File: config.mk
export PLATFORM = sky130hd
export DESIGN_NAME = mdu_seq_ctrl
export DESIGN_NICKNAME = d
export VERILOG_FILES = /design/src/rtl/mdu_seq_ctrl_pkg.sv /design/src/rtl/mdu_div_iter.sv /design/src/rtl/mdu_seq_ctrl.sv
export SDC_FILE = /design/constraint.sdc
export NUM_CORES = 2
export LEC_CHECK = 0
export CAP_MARGIN = 20
export CORE_UTILIZATION = 55
export CTS_BUF_LIST = sky130_fd_sc_hd__clkbuf_4
export CTS_CLUSTER_DIAMETER = 40
export DETAILED_ROUTE_END_ITERATION = 10
export PLACE_DENSITY = 0.76
export SLEW_MARGIN = 5
export SYNTH_ARGS = -nofsm -noshare
export SYNTH_HDL_FRONTEND = slang
export SYNTH_SLANG_ARGS = --single-unit
File: constraint.sdc
create_clock -name clk -period 26.3 [get_ports clk]
set_input_delay 7.89 -clock clk [delete_from_list [all_inputs] [get_ports clk]]
set_output_delay 7.89 -clock clk [all_outputs]
set_load 0.05 [all_outputs]
File: src/rtl/mdu_seq_ctrl_pkg.sv
// Shared types and helpers for the multiply/divide sequencing controller.
package mdu_seq_ctrl_pkg;

  typedef enum logic [2:0] {
    MDU_NONE  = 3'd0,
    MDU_MULT  = 3'd1,
    MDU_MULTU = 3'd2,
    MDU_DIV   = 3'd3,
    MDU_DIVU  = 3'd4
  } MduOpType;

  typedef enum logic [1:0] {
    ST_IDLE = 2'd0,
    ST_MUL  = 2'd1,
    ST_DIV  = 2'd2,
    ST_DONE = 2'd3
  } MduStateType;

  localparam int unsigned MDU_DIV_STEPS = 32;
  localparam int unsigned MDU_CNT_W     = 5;

  function automatic logic is_mul_op(input MduOpType op);
    return (op == MDU_MULT) || (op == MDU_MULTU);
  endfunction

  function automatic logic is_div_op(input MduOpType op);
    return (op == MDU_DIV) || (op == MDU_DIVU);
  endfunction

  // Two's-complement magnitude; 0x80000000 maps to itself.
  function automatic logic [31:0] abs32(input logic [31:0] x);
    return x[31] ? (~x + 32'd1) : x;
  endfunction

endpackage

File: src/rtl/mdu_div_iter.sv
// Unsigned restoring divider, one quotient bit per cycle over 32 iterations.
module mdu_div_iter
  import mdu_seq_ctrl_pkg::*;
(
  input  logic        clk,
  input  logic        rst,
  input  logic        load,
  input  logic [31:0] dividend,
  input  logic [31:0] divisor,
  output logic [31:0] quotient,
  output logic [31:0] remainder,
  output logic        done
);

  localparam logic [5:0] STEPS = 6'(MDU_DIV_STEPS);

  logic [31:0] rem_q, rem_d;
  logic [31:0] quo_q, quo_d;
  logic [31:0] dvs_q, dvs_d;
  logic [5:0]  cnt_q, cnt_d;

  logic [31:0] step_rem_in, step_quo_in, step_dvs;
  logic [32:0] trial, diff;
  logic [31:0] step_rem, step_quo;

  // The load cycle already performs the first iteration, so results are
  // ready in the 32nd cycle after load without an extra drain cycle.
  always_comb begin
    step_rem_in = load ? '0 : rem_q;
    step_quo_in = load ? dividend : quo_q;
    step_dvs    = load ? divisor : dvs_q;
    trial       = {step_rem_in, step_quo_in[31]};
    diff        = trial - {1'b0, step_dvs};
    if (!diff[32]) begin
      step_rem = diff[31:0];
      step_quo = {step_quo_in[30:0], 1'b1};
    end else begin
      step_rem = trial[31:0];
      step_quo = {step_quo_in[30:0], 1'b0};
    end
  end

  always_comb begin
    rem_d = rem_q;
    quo_d = quo_q;
    dvs_d = dvs_q;
    cnt_d = cnt_q;
    if (load) begin
      rem_d = step_rem;
      quo_d = step_quo;
      dvs_d = divisor;
      cnt_d = 6'd1;
    end else if ((cnt_q != '0) && (cnt_q < STEPS)) begin
      rem_d = step_rem;
      quo_d = step_quo;
      cnt_d = cnt_q + 6'd1;
    end
  end

  always_ff @(posedge clk or posedge rst) begin
    if (rst) begin
      rem_q <= '0;
      quo_q <= '0;
      dvs_q <= '0;
      cnt_q <= '0;
    end else begin
      rem_q <= rem_d;
      quo_q <= quo_d;
      dvs_q <= dvs_d;
      cnt_q <= cnt_d;
    end
  end

  assign quotient  = quo_q;
  assign remainder = rem_q;
  assign done      = (cnt_q == STEPS);

endmodule

File: src/rtl/mdu_seq_ctrl.sv
// Multi-cycle MULT/MULTU/DIV/DIVU sequencer: stalls EXE, delivers HI/LO with a one-cycle write pulse.
module mdu_seq_ctrl
  import mdu_seq_ctrl_pkg::*;
#(
  parameter int unsigned MUL_LATENCY = 3,
  parameter int unsigned DIV_ITERS   = 32
) (
  input  logic        clk,
  input  logic        rst,
  input  logic        EXE_Valid,
  input  logic [2:0]  EXE_MduOp,
  input  logic [31:0] EXE_BusA,
  input  logic [31:0] EXE_BusB,
  input  logic        MDU_Flush,
  output logic        MDU_Busy,
  output logic        HILO_Wr,
  output logic [31:0] MDU_HI,
  output logic [31:0] MDU_LO
);

  if ((MUL_LATENCY < 1) || (MUL_LATENCY > 8)) begin : g_bad_mul_latency
    $error("mdu_seq_ctrl: MUL_LATENCY out of range 1..8");
  end
  if (DIV_ITERS != MDU_DIV_STEPS) begin : g_bad_div_iters
    $error("mdu_seq_ctrl: DIV_ITERS must be 32");
  end

  localparam logic [MDU_CNT_W-1:0] MUL_LAST = MDU_CNT_W'(MUL_LATENCY - 1);
  localparam logic [MDU_CNT_W-1:0] DIV_LAST = MDU_CNT_W'(DIV_ITERS - 1);

  MduOpType    op_in;
  MduStateType state_q, state_d;
  MduOpType    op_q, op_d;
  logic [MDU_CNT_W-1:0] cnt_q, cnt_d;
  logic [31:0] a_q, a_d, b_q, b_d;
  logic [31:0] hi_q, hi_d, lo_q, lo_d;
  logic [63:0] prod_pipe_q [MUL_LATENCY];

  logic        start, start_mul, start_div;
  logic        mul_finish, div_finish;
  logic        in_signed;
  logic signed [32:0] mul_a, mul_b;
  logic signed [63:0] mul_full;
  logic [31:0] div_dividend, div_divisor;
  logic [31:0] div_quo, div_rem;
  logic        div_done;
  logic [31:0] q_fix, r_fix;

  assign op_in     = MduOpType'(EXE_MduOp);
  assign start     = (state_q == ST_IDLE) && EXE_Valid && !MDU_Flush &&
                     (is_mul_op(op_in) || is_div_op(op_in));
  assign start_mul = start && is_mul_op(op_in);
  assign start_div = start && is_div_op(op_in);

  assign mul_finish = (state_q == ST_MUL) && !MDU_Flush && (cnt_q == MUL_LAST);
  assign div_finish = (state_q == ST_DIV) && !MDU_Flush && (cnt_q == DIV_LAST) && div_done;

  assign MDU_Busy = start || (state_q == ST_MUL) || (state_q == ST_DIV);
  assign HILO_Wr  = (state_q == ST_DONE) && !MDU_Flush;
  assign MDU_HI   = hi_q;
  assign MDU_LO   = lo_q;

  // Operand conditioning straight from the EXE buses in the start cycle.
  always_comb begin
    in_signed    = (op_in == MDU_MULT) || (op_in == MDU_DIV);
    mul_a        = {in_signed & EXE_BusA[31], EXE_BusA};
    mul_b        = {in_signed & EXE_BusB[31], EXE_BusB};
    mul_full     = 64'(mul_a) * 64'(mul_b);
    div_dividend = in_signed ? abs32(EXE_BusA) : EXE_BusA;
    div_divisor  = in_signed ? abs32(EXE_BusB) : EXE_BusB;
  end

  mdu_div_iter u_div (
    .clk       (clk),
    .rst       (rst),
    .load      (start_div),
    .dividend  (div_dividend),
    .divisor   (div_divisor),
    .quotient  (div_quo),
    .remainder (div_rem),
    .done      (div_done)
  );

  always_comb begin
    q_fix = div_quo;
    r_fix = div_rem;
    if ((op_q == MDU_DIV) && (a_q[31] ^ b_q[31])) q_fix = ~div_quo + 32'd1;
    if ((op_q == MDU_DIV) && a_q[31])             r_fix = ~div_rem + 32'd1;
  end

  always_comb begin
    state_d = state_q;
    cnt_d   = cnt_q;
    op_d    = op_q;
    a_d     = a_q;
    b_d     = b_q;
    case (state_q)
      ST_IDLE: begin
        if (start) begin
          cnt_d   = '0;
          op_d    = op_in;
          a_d     = EXE_BusA;
          b_d     = EXE_BusB;
          state_d = is_mul_op(op_in) ? ST_MUL : ST_DIV;
        end
      end
      ST_MUL: begin
        if (MDU_Flush || mul_finish) begin
          cnt_d   = '0;
          state_d = MDU_Flush ? ST_IDLE : ST_DONE;
        end else begin
          cnt_d = cnt_q + 1'b1;
        end
      end
      ST_DIV: begin
        if (MDU_Flush || div_finish) begin
          cnt_d   = '0;
          state_d = MDU_Flush ? ST_IDLE : ST_DONE;
        end else if (cnt_q != DIV_LAST) begin
          cnt_d = cnt_q + 1'b1;
        end
      end
      default: begin
        state_d = ST_IDLE;
        cnt_d   = '0;
      end
    endcase
  end

  always_comb begin
    hi_d = hi_q;
    lo_d = lo_q;
    if (mul_finish) begin
      {hi_d, lo_d} = prod_pipe_q[MUL_LATENCY-1];
    end else if (div_finish) begin
      if (b_q == '0) begin
        hi_d = a_q;
        lo_d = '1;
      end else begin
        hi_d = r_fix;
        lo_d = q_fix;
      end
    end
  end

  always_ff @(posedge clk or posedge rst) begin
    if (rst) begin
      state_q <= ST_IDLE;
      cnt_q   <= '0;
      op_q    <= MDU_NONE;
      a_q     <= '0;
      b_q     <= '0;
      hi_q    <= '0;
      lo_q    <= '0;
    end else begin
      state_q <= state_d;
      cnt_q   <= cnt_d;
      op_q    <= op_d;
      a_q     <= a_d;
      b_q     <= b_d;
      hi_q    <= hi_d;
      lo_q    <= lo_d;
    end
  end

  // Product is captured at start and shifts one stage per cycle, so the last
  // stage holds it exactly in the final MUL cycle.
  always_ff @(posedge clk or posedge rst) begin
    if (rst) begin
      for (int unsigned i = 0; i < MUL_LATENCY; i++) prod_pipe_q[i] <= '0;
    end else begin
      if (start_mul) prod_pipe_q[0] <= mul_full;
      for (int unsigned i = 1; i < MUL_LATENCY; i++) prod_pipe_q[i] <= prod_pipe_q[i-1];
    end
  end

endmodule

==> metrics.md <==
| Metric | Value |
|---|---|
| Status | `complete, no violations` |
| Synth top area share | `0.3886` |
| Synth Net Count | `just under 8,000` |
| Main synth FF type | `dfrtp_1` |
| Worst path arrival time | `10.66 ns` |
| Root Driver | `clkbuf_4` |
| Setup Fix Bufs, Post-CTS | `0` |
| Share of layout cells above drive strength 1 | `0.04672` |
| Seq/Total Area, Yosys | `0.1864` |
| Crit start category | `input pin` |
| Clock Latency Late Sink | `a little under 0.9 ns` |
| Layout overhead on the synthesized area | `6.234%` |
| Met1 GRT Util | `0.4176` |
| Worst-Margin Slew | `roughly 1.1 ns` |
| Die H | `between 300 and 400 um` |
| DR iter-0 viols | `between 4,000 and 5,000` |
| Met2 usage | `0.5114` |
| Initial Util | `0.5573` |
| Vias in the first global route | `between 40,000 and 50,000` |
| Max clock buf depth | `3` |
| R2R Setup Slk | `about 19 ns` |
| Setup violations, final | `0` |
| CTS HTree Levels | `3` |
| Top Usage Layer GRT | `met2` |
| Setup TNS | `0 ns` |
| HP Class | `reg -> reg` |
| Final Skew | `slightly below 0.08 ns` |
| Die X | `approximately 330 um` |
| Worst Path Max Fanout | `between 60 and 70` |
| Hold Crit Endpoint | `prod_pipe_q[17]$_DFF_PP0_` |
| Final setup margin | `7.754 ns` |
| Syn Inst Count | `approximately 6,400` |
| Final period utilization | `0.7052` |
| Flop and latch count out of synthesis | `roughly 430` |
| Die footprint | `roughly 110,000 um^2` |
| CP endpoint kind | `primary output` |
| RSZ-0062 raised after global routing | `false` |
| Max Slew Vio Count | `0` |
| Post-CTS Resized | `0` |
| HPWL Detailed | `around 120 mm` |
| Worst R2R Path Depth | `20` |
| CTS tree | `built` |
| Max Cap Viol | `0` |
| Reg2reg start | `state_q[0]$_DFFE_PP0P_` |
| Via/cell ratio | `about 5.7` |
| Slew HR | `0.2685` |
| # IOs | `between 100 and 150` |
| Post-route ant nets | `0` |
| Residual DRC | `0` |
| Largest cells by area after synthesis | `fa_1 (39%), dfrtp_1 (19%), nand2_1 (8.1%)` |
| Average wire per standard cell | `about 21 um` |
| Synth cell types | `74` |
| Clock-pin slew on the worst setup and hold paths | `around 0.07 ns` |
| Num CTS Buffers | `about 100` |
| WP data required | `roughly 18 ns` |
| Met3 usage | `0.05647` |
| CTS Hold Buffers Added | `0` |
| First-pass GRT wire length | `approximately 260 mm` |
| Worst Hold Depth | `0` |
| Largest area contributor in the netlist | `fa_1` |
| Drt first pass iters | `9` |
| Final WL | `164.1 mm` |
| Row count | `118` |
| Reg2reg end | `u_div.remainder[15]$_DFFE_PP0P_` |
| Peak Freq | `around 54 MHz` |
| Cell Area, Synth | `58,010 um^2` |
| Syn. warnings | `0` |
| Final RePlAce weighted congestion | `slightly above 0.9` |
| Hold Crit Start | `prod_pipe_q[81]$_DFF_PP0_` |
| Global Route Usage Sum | `0.3168` |
| Initial antenna violation count | `14` |
| Total core area | `roughly 100,000 um^2` |
| Largest net degree at the start of global routing | `~160` |
| Hold Fails Final Rpt | `0` |
| Asr flop ratio synth | `1.000` |
| Post-synth EDFFs | `0` |
| Crit Path Class | `in -> out` |
| PortBufs | `136` |
| Final worst path period need | `between 15 and 20 ns` |
| Sink Count | `~430` |
| Vias | `between 40,000 and 50,000` |
| Nets | `between 7,000 and 8,000` |
| Grt total ovfl | `0` |
| Mapped Avg Cell Area | `9.063 um^2` |
| Pre-CTS setup slack | `7.052 ns` |
logic make-up after synthesis:
kind of cell	share of synthesized area
AO/OA/AOI/OAI	0.07675
flip-flops	0.1864
AND/OR/NAND/NOR	0.1522
buffers and inverters	0.1052
adder cells (fa/ha/maj)	0.4443
multiplexers	0.001273
XOR/XNOR	0.03397
layout by cell type (no fill, tap or decap), types with 15 or more instances in the layout:
| master | instances |
|---|---|
| nor4_1 | 21 |
| xor2_1 | 88 |
| fa_1 | 1126 |
| a21o_1 | 45 |
| buf_2 | 21 |
| ha_1 | 258 |
| o31ai_1 | 29 |
| clkinv_1 | 27 |
| nor3_1 | 31 |
| nand2b_1 | 24 |
| a211oi_1 | 39 |
| nor2_1 | 240 |
| xnor2_1 | 137 |
| buf_4 | 87 |
| a21oi_1 | 211 |
| dfrtp_1 | 432 |
| clkdlybuf4s50_1 | 114 |
| inv_1 | 1231 |
| a22oi_1 | 15 |
| o21ai_0 | 196 |
| clkbuf_4 | 147 |
| nand3_1 | 20 |
| a31oi_1 | 47 |
| and2_1 | 301 |
| nand4_1 | 16 |
| o22ai_1 | 39 |
| and3_1 | 38 |
| nand2_1 | 1243 |
cell usage after synthesis (10+ instances only):
cell and number:
a211oi_1 39, a21o_1 45, a21oi_1 211, a221o_1 14
a22oi_1 15, a31oi_1 47, and2_1 302, and3_1 38
buf_1 76, clkbuf_1 309, dfrtp_1 432, fa_1 1126
ha_1 258, inv_1 1232, nand2_1 1246, nand2b_1 24
nand3_1 21, nand4_1 16, nor2_1 242, nor2b_1 15
nor3_1 32, nor4_1 21, o211ai_1 14, o21a_1 14
o21ai_0 196, o21bai_1 10, o22ai_1 39, o31ai_1 29
xnor2_1 137, xor2_1 88
layout make-up:
type,instances,area [um^2]
tap,1380,1727
clock inverter,38,245.2
inverter,1232,4632
timing repair buffer,226,1964
sequential,432,10810
multi-input combinational,4346,41130
fill,8886,42470
antenna,3,7.507
clock buffer,147,1104
how the worst max path moves through the flow:
stage	depth (start not counted)	slack, ns	start	end
6_report	7	7.75	EXE_MduOp[0]	MDU_Busy
5_1_grt	7	7.58	EXE_MduOp[0]	MDU_Busy
4_1_cts	7	7.05	EXE_MduOp[0]	MDU_Busy
3_5_place_dp	7	7.05	EXE_MduOp[1]	MDU_Busy
3_3_place_gp	7	7.14	EXE_MduOp[1]	MDU_Busy
2_1_floorplan	1	6.38	rst	MDU_HI[0]$_DFFE_PP0P_
registers in the layout (all words and copies together) (netlist names):
| name | flops |
|---|---|
| u_div.dvs_q | 32 |
| MDU_HI | 32 |
| u_div.cnt_q | 6 |
| a_q | 32 |
| state_q | 2 |
| cnt_q | 5 |
| op_q | 3 |
| MDU_LO | 32 |
| prod_pipe_q | 192 |
| u_div.quotient | 32 |
| u_div.remainder | 32 |
| b_q | 32 |
critical path, cell delays in order:
cell	delay (ns)
clkdlybuf4s50_1	0.54
xor2_1	0.21
nor2b_1	0.32
nand2_4	0.36
nand2_2	0.38
or3_1	0.16
clkdlybuf4s50_1	0.79
layer usage:
layer  part of all wire  routed length (um)
met5            0.00049                  80
met1               0.38               61650
met2               0.47               77410
met3              0.098               16130
met4              0.054                8832
per-stage QoR:
step	utilization	hold WS [ns]	area [um^2]	std cells
3_3_place_gp	0.5786	0.3325	60230	7614
4_1_cts	0.5916	0.3297	61570	7799
2_1_floorplan	-	0.3312	58010	6400
3_5_place_dp	0.5786	0.3347	60230	7614
6_report	0.5920	0.3429	61620	7804
5_1_grt	0.5920	0.3308	61620	7803
Power is left out: the tool's default activity adds up to more than one toggle a clock period on the data nets, which glitch-free logic cannot reach.
